### config.mk
export PLATFORM = sky130hd
export DESIGN_NAME = sprite_motion_engine
export DESIGN_NICKNAME = d
export VERILOG_FILES = /design/src/rtl/sprite_motion_engine.sv
export SDC_FILE = /design/constraint.sdc
export NUM_CORES = 1
export LEC_CHECK = 0
export CAP_MARGIN = 30
export CORE_MARGIN = 4
export CORE_UTILIZATION = 30
export CTS_BUF_LIST = sky130_fd_sc_hd__clkbuf_4 sky130_fd_sc_hd__clkbuf_8
export CTS_CLUSTER_DIAMETER = 50
export DETAILED_ROUTE_END_ITERATION = 6
export SKIP_LAST_GASP = 1
export SYNTH_ARGS = -nofsm -noshare
export SYNTH_HDL_FRONTEND = slang
export SYNTH_SLANG_ARGS = --single-unit
### constraint.sdc
create_clock -name clk -period 9.07 [get_ports clk]
set_input_delay 1.3605 -clock clk [delete_from_list [all_inputs] [get_ports clk]]
set_output_delay 1.3605 -clock clk [all_outputs]
set_load 0.02 [all_outputs]
### src/rtl/sprite_motion_engine.sv
// sprite_motion_engine
//   Time-multiplexed position engine for Pac-Man (sprite 0) and the four
//   ghosts. Each tick starts one sweep over all sprites. A sprite between tile
//   centres keeps moving in its current direction. A sprite on a tile centre
//   asks the shared valid-move detector which directions are open, then takes
//   its buffered turn, or keeps its current direction, or stops.
//
// Ports
//   clk, rst_n      clock, asynchronous active-low reset
//   tick            one-cycle pulse that starts a sweep
//   dir_in          per-sprite requested direction, one-hot {L,D,U,R}
//   vm_req/vm_x/vm_y  valid-move query (request held until vm_ack)
//   vm_ack/vm_moves   query answer and the allowed directions
//   pos_x/pos_y     packed per-sprite position, sprite 0 in LSBs
//   cur_dir         packed per-sprite motion direction, 0 = stopped
//   busy            sweep in progress
//   done            one-cycle pulse at the end of a sweep
//   tick_overrun    one-cycle pulse after a tick that arrived while not idle
module sprite_motion_engine #(
  parameter int unsigned NUM_SPRITES  = 5,
  parameter int unsigned X_W          = 11,
  parameter int unsigned Y_W          = 10,
  parameter int unsigned STEP         = 16,
  parameter int unsigned PIX_PER_TICK = 2,
  parameter int unsigned X_MIN        = 343,
  parameter int unsigned X_MAX        = 1607,
  parameter int unsigned Y_MIN        = 34,
  parameter int unsigned Y_MAX        = 818,
  parameter logic [NUM_SPRITES*X_W-1:0] RESET_X =
    {11'd615, 11'd503, 11'd615, 11'd663, 11'd967},
  parameter logic [NUM_SPRITES*Y_W-1:0] RESET_Y =
    {10'd370, 10'd66, 10'd258, 10'd434, 10'd66}
) (
  input  logic                       clk,
  input  logic                       rst_n,
  input  logic                       tick,
  input  logic [4*NUM_SPRITES-1:0]   dir_in,
  output logic                       vm_req,
  output logic [X_W-1:0]             vm_x,
  output logic [Y_W-1:0]             vm_y,
  input  logic                       vm_ack,
  input  logic [3:0]                 vm_moves,
  output logic [X_W*NUM_SPRITES-1:0] pos_x,
  output logic [Y_W*NUM_SPRITES-1:0] pos_y,
  output logic [4*NUM_SPRITES-1:0]   cur_dir,
  output logic                       busy,
  output logic                       done,
  output logic                       tick_overrun
);

  localparam int unsigned SUB_N = STEP / PIX_PER_TICK;
  localparam int unsigned SUB_W = (SUB_N > 1) ? $clog2(SUB_N) : 1;
  localparam int unsigned IDX_W = (NUM_SPRITES > 1) ? $clog2(NUM_SPRITES) : 1;

  localparam logic [IDX_W-1:0] LAST_IDX = IDX_W'(NUM_SPRITES - 1);
  localparam logic [SUB_W-1:0] SUB_LAST = SUB_W'(SUB_N - 1);

  localparam logic [X_W:0] X_MIN_E = (X_W+1)'(X_MIN);
  localparam logic [X_W:0] X_MAX_E = (X_W+1)'(X_MAX);
  localparam logic [X_W:0] X_PIX   = (X_W+1)'(PIX_PER_TICK);
  localparam logic [Y_W:0] Y_MIN_E = (Y_W+1)'(Y_MIN);
  localparam logic [Y_W:0] Y_MAX_E = (Y_W+1)'(Y_MAX);
  localparam logic [Y_W:0] Y_PIX   = (Y_W+1)'(PIX_PER_TICK);

  localparam logic [3:0] DIR_RIGHT = 4'b0001;
  localparam logic [3:0] DIR_UP    = 4'b0010;
  localparam logic [3:0] DIR_DOWN  = 4'b0100;
  localparam logic [3:0] DIR_LEFT  = 4'b1000;

  typedef enum logic [2:0] {
    S_IDLE,
    S_SELECT,
    S_QUERY,
    S_APPLY,
    S_FINISH
  } state_t;

  state_t state, state_nxt;

  logic [X_W-1:0]   px   [NUM_SPRITES];
  logic [Y_W-1:0]   py   [NUM_SPRITES];
  logic [3:0]       cdir [NUM_SPRITES];
  logic [3:0]       pdir [NUM_SPRITES];
  logic [SUB_W-1:0] sub  [NUM_SPRITES];

  logic [IDX_W-1:0] idx;
  logic [3:0]       move_dir;
  logic             tick_overrun_q;

  // View of the sprite currently addressed by the sweep
  logic [X_W-1:0]   sel_x;
  logic [Y_W-1:0]   sel_y;
  logic [3:0]       sel_cur;
  logic [3:0]       sel_pend;
  logic [SUB_W-1:0] sel_sub;
  logic             sel_moving;
  logic [3:0]       ack_dir;

  logic [X_W:0]     x_ext;
  logic [Y_W:0]     y_ext;
  logic             wrapped;
  logic [X_W-1:0]   new_x;
  logic [Y_W-1:0]   new_y;
  logic [SUB_W-1:0] new_sub;

  always_comb begin
    sel_x      = px[idx];
    sel_y      = py[idx];
    sel_cur    = cdir[idx];
    sel_pend   = pdir[idx];
    sel_sub    = sub[idx];
    sel_moving = (sel_sub != '0) && (sel_cur != '0);
  end

  // Direction chosen on the ack cycle: buffered turn first, then keep going
  always_comb begin
    ack_dir = '0;
    if ((sel_pend & vm_moves) != '0) begin
      ack_dir = sel_pend;
    end else if ((sel_cur & vm_moves) != '0) begin
      ack_dir = sel_cur;
    end
  end

  // One step of motion with wrap-around; one extra bit keeps the
  // bound comparisons free of modular truncation
  always_comb begin
    x_ext   = {1'b0, sel_x};
    y_ext   = {1'b0, sel_y};
    wrapped = 1'b0;
    case (move_dir)
      DIR_RIGHT: begin
        x_ext = x_ext + X_PIX;
        if (x_ext > X_MAX_E) begin
          x_ext   = X_MIN_E;
          wrapped = 1'b1;
        end
      end
      DIR_LEFT: begin
        x_ext = x_ext - X_PIX;
        if (x_ext < X_MIN_E) begin
          x_ext   = X_MAX_E;
          wrapped = 1'b1;
        end
      end
      DIR_DOWN: begin
        y_ext = y_ext + Y_PIX;
        if (y_ext > Y_MAX_E) begin
          y_ext   = Y_MIN_E;
          wrapped = 1'b1;
        end
      end
      DIR_UP: begin
        y_ext = y_ext - Y_PIX;
        if (y_ext < Y_MIN_E) begin
          y_ext   = Y_MAX_E;
          wrapped = 1'b1;
        end
      end
      default: ;
    endcase
    new_x   = x_ext[X_W-1:0];
    new_y   = y_ext[Y_W-1:0];
    new_sub = (wrapped || (sel_sub == SUB_LAST)) ? '0 : sel_sub + SUB_W'(1);
  end

  always_ff @(posedge clk or negedge rst_n) begin
    if (!rst_n) begin
      state <= S_IDLE;
    end else begin
      state <= state_nxt;
    end
  end

  always_comb begin
    state_nxt = state;
    case (state)
      S_IDLE:   if (tick) state_nxt = S_SELECT;
      S_SELECT: state_nxt = sel_moving ? S_APPLY : S_QUERY;
      S_QUERY:  if (vm_ack) state_nxt = S_APPLY;
      S_APPLY:  state_nxt = (idx == LAST_IDX) ? S_FINISH : S_SELECT;
      S_FINISH: state_nxt = S_IDLE;
      default:  state_nxt = S_IDLE;
    endcase
  end

  always_ff @(posedge clk or negedge rst_n) begin
    if (!rst_n) begin
      for (int unsigned i = 0; i < NUM_SPRITES; i++) begin
        px[i]   <= RESET_X[i*X_W +: X_W];
        py[i]   <= RESET_Y[i*Y_W +: Y_W];
        cdir[i] <= '0;
        pdir[i] <= '0;
        sub[i]  <= '0;
      end
      idx            <= '0;
      move_dir       <= '0;
      tick_overrun_q <= 1'b0;
    end else begin
      for (int unsigned i = 0; i < NUM_SPRITES; i++) begin
        if ($onehot(dir_in[4*i +: 4])) begin
          pdir[i] <= dir_in[4*i +: 4];
        end
      end

      tick_overrun_q <= tick && (state != S_IDLE);

      case (state)
        S_IDLE: begin
          if (tick) idx <= '0;
        end
        S_SELECT: begin
          if (sel_moving) move_dir <= sel_cur;
        end
        S_QUERY: begin
          if (vm_ack) move_dir <= ack_dir;
        end
        S_APPLY: begin
          cdir[idx] <= move_dir;
          if (move_dir != '0) begin
            px[idx]  <= new_x;
            py[idx]  <= new_y;
            sub[idx] <= new_sub;
          end
          if (idx != LAST_IDX) idx <= idx + IDX_W'(1);
        end
        default: ;
      endcase
    end
  end

  always_comb begin
    pos_x   = '0;
    pos_y   = '0;
    cur_dir = '0;
    for (int unsigned i = 0; i < NUM_SPRITES; i++) begin
      pos_x[i*X_W +: X_W] = px[i];
      pos_y[i*Y_W +: Y_W] = py[i];
      cur_dir[4*i +: 4]   = cdir[i];
    end
  end

  assign vm_req       = (state == S_QUERY);
  assign vm_x         = sel_x;
  assign vm_y         = sel_y;
  assign busy         = (state == S_SELECT) || (state == S_QUERY) || (state == S_APPLY);
  assign done         = (state == S_FINISH);
  assign tick_overrun = tick_overrun_q;

endmodule

==> impl_metrics.sql <==
INSERT INTO impl_metrics (metric_group, metric, value, unit) VALUES
('final_layout', 'final_layout_size_suffix_gt1_share', '21.15', '%'),
('logic_synthesis', 'post_synth_inst_count', '1022', ''),
('power', 'power_dens_cells', '364.3', 'nW/µm²'),
('power', 'power.combinational.fraction', '59.1', '%'),
('logic_synthesis', 'syn-num-nets', '1075', ''),
('placed_design', 'place_hpwl', '25.62', 'mm'),
('floorplan', 'floorplan.die.width', '193.2', 'µm'),
('setup_path', 'worstSetupStartpointType', 'flop', ''),
('routing', 'wirelength', '35.17', 'mm'),
('setup_path', 'max_fo_critical_path', '36', ''),
('power', 'portion_of_total_power_attributed_to_the_clock_network', '12.3', '%'),
('timing', 'final_period_minus_worst_setup_slack', '5.753', 'ns'),
('clock_network', 'cts_sinks', '171', ''),
('logic_synthesis', 'synthesized_area', '10290', 'µm²'),
('placed_design', 'port_buffers', '177', ''),
('floorplan', 'row_count', '67', ''),
('final_layout', 'mostFrequentLayoutCell', 'clkdlybuf4s50_1', ''),
('timing', 'worst_slew_margin_rel', '35.26', '%'),
('setup_path', 'cp-end-kind', 'primary output', ''),
('global_routing', 'gr-usage-all-layers', '18.55', '%'),
('clock_network', 'worst_skew_pair.late_latency', '0.49', 'ns'),
('logic_synthesis', 'async_flop_share', '100.0', '%'),
('timing', 'rsz0062_at_grt', 'false', ''),
('timing', 'timing.final.crit_share', '63.43', '%'),
('placed_design', 'dp_cells', '1600', ''),
('timing', 'fin_setup_tns', '0', 'ns'),
('logic_synthesis', 'ys.flop_type', 'dfrtp_1', ''),
('setup_path', 'crit_type', 'flop to primary output', ''),
('final_layout', 'layout.cells.most_common_list', 'clkdlybuf4s50_1, dfrtp_1, nand2_1', ''),
('setup_path', 'worst-endpoint-arrival', '4.39', 'ns'),
('logic_synthesis', 'synth_top_area_share', '29.66', '%'),
('clock_network', 'tritoncts', 'built', ''),
('global_routing', 'wire_length_of_the_first_global_routing_pass', '55.01', 'mm'),
('global_routing', 'grt_max_degree', '102', ''),
('timing', 'finalHoldWorstSlack', '0.4744', 'ns'),
('floorplan', 'start_util', '30.54', '%'),
('logic_synthesis', 'synth.avg_cell_area', '10.07', 'µm²'),
('routing', 'route.detailed.wl_per_inst', '21.51', 'µm'),
('timing', 'timing.final.hold_violations', '0', ''),
('clock_network', 'post_cts.repair.setup_buffers', '0', ''),
('clock_network', 'cts-buffers-inserted', '17', ''),
('power', 'intPower', '0.002416', 'W'),
('routing', 'vias', '8743', ''),
('floorplan', 'die_area', '37340', 'µm²'),
('final_layout', 'num_antenna_cells', '0', ''),
('routing', 'drt_pre_antenna_iters', '6', ''),
('final_layout', 'stdcell_count', '1635', ''),
('setup_path', 'worst-endpoint-required', '7.71', 'ns'),
('floorplan', 'design.portCount', '178', ''),
('clock_network', 'cts_resized', '0', ''),
('routing', 'remaining_drc_errors', '0', ''),
('timing', 'tightestPinTransition', '0.9686', 'ns'),
('logic_synthesis', 'seq_area_frac_synth', '42.17', '%'),
('clock_network', 'cts-hold-fix-buffers', '0', ''),
('logic_synthesis', 'synth.area.top_cells', 'dfrtp_1, dfstp_2, mux2_2', ''),
('logic_synthesis', 'synth_enable_flop_cells', '0', ''),
('placed_design', 'gpl.final_weighted_congestion', '0.9044', ''),
('floorplan', 'area_of_the_core_region', '33700', 'µm²'),
('placed_design', 'place_ws', '3.518', 'ns'),
('min_path', 'hold_path.class', 'flop to flop', ''),
('floorplan', 'floorplan.die.height', '193.2', 'µm'),
('run_status', 'outcome', 'finished, final reports clean', ''),
('power', 'power.net_switching', '0.002299', 'W'),
('clock_network', 'cts-htree-levels', '4', ''),
('timing', 'timing_max_transition_violations_final', '0', ''),
('power', 'leakage', '5.327', 'nW'),
('final_layout', 'layout.nets', '1227', ''),
('timing', 'finalSetupViolations', '0', ''),
('run', 'max_cap_violations', '0', ''),
('final_layout', 'final.fill_count', '3403', ''),
('global_routing', 'antenna_violations_before_repair', '0', '');
-- final timing paths --
check                               start         to  cells after the start  slack, ns
min in group asynchronous           rst_n  pos_x[52]                      1       0.65
worst max-delay path               idx[1]    vm_y[4]                      6       3.32
worst min-delay path            pos_y[46]  pos_y[46]                      2       0.47
worst min register to register  pos_y[46]  pos_y[46]                      2       0.47
worst max register to register     idx[1]  pos_y[13]                     15       3.50
max in group asynchronous           rst_n  pos_x[20]                      4       7.18
-- Yosys cell counts, types with 5 or more instances --
master       n
a22oi_1     17
a31oi_1     24
inv_1       53
buf_6        7
a211oi_1     7
o21ai_0     39
clkbuf_1    37
o21ai_1     17
a22o_1      23
nand3b_1    12
nand3_1     13
nor2_1      88
nor3b_1     11
mux2_1       5
nand2_1     97
nor3_1      24
o22ai_1      9
xnor2_1     11
mux4_2       7
o22a_1       9
o2bb2ai_1    7
mux2_2      95
dfstp_2     49
and2_1       9
fa_1         5
a21oi_1     31
nand2b_1     8
o211ai_1     5
mux2i_1     26
buf_2       14
ha_1        20
dfrtp_1    122
and3_1       7
-- power groups by stage --
stage / Combinational [W] / Clock (W) / Sequential (W)
floorplan: 0.00167 / 0 / 0.00140
global placement: 0.00276 / 0 / 0.00136
detailed placement: 0.00276 / 0 / 0.00136
CTS: 0.00277 / 0.000600 / 0.00135
global route: 0.00301 / 0.000629 / 0.00138
finish: 0.00278 / 0.000582 / 0.00135
-- state kept, by name (all words and copies together) (netlist names) --
name	cells
pdir	20
sub	15
state	3
move_dir	4
pos_x	55
cur_dir	20
idx	3
tick_overrun	1
pos_y	50
-- per-stage QoR --
step / total power [W] / utilization (%)
CTS: 0.004725 / 38.20
global placement: 0.004119 / 36.93
detailed placement: 0.004129 / 36.93
finish: 0.004715 / 38.41
floorplan: 0.003072 / -
global route: 0.005023 / 38.41
-- cell families (layout without fill, tap and decap cells) --
| logic type | after synthesis | in the layout | synth area share, % |
|---|---|---|---|
| compound gates | 247 | 247 | 17.57 |
| xor+xnor | 13 | 13 | 1.106 |
| fa+ha+maj | 25 | 25 | 3.404 |
| simple gates | 312 | 312 | 15.40 |
| flops | 171 | 171 | 42.17 |
| mux | 134 | 134 | 15.15 |
| buf+inv | 120 | 285 | 5.203 |
-- critical path, cell delays in order (launching register included) --
cell             delay, ns
dfrtp_2               1.01
buf_4                 0.57
nor2b_1               0.81
a22oi_1               0.15
o22a_1                0.42
inv_1                 0.30
clkdlybuf4s50_1       0.66
-- area by class of cell --
type,instances,area [µm²],share of cell area [%]
clock buffer,18,247.7,1.914
tap,448,560.5,4.331
multi-input combinational,731,5431,41.97
clock inverter,14,178.9,1.382
timing repair buffer,197,1971,15.23
sequential,171,4343,33.56
inverter,56,210.2,1.624
-- metal layers --
layer	vias up	track usage (%)	share of wire, %	routed length, µm
met1	4383	25.59	45	15680
met5	-	0	0	0
met3	44	4.209	6.6	2312
met2	307	29.93	47	16610
met4	0	4.222	1.6	565
li1	4009	-	-	-
(Power assumes the default switching activity.)
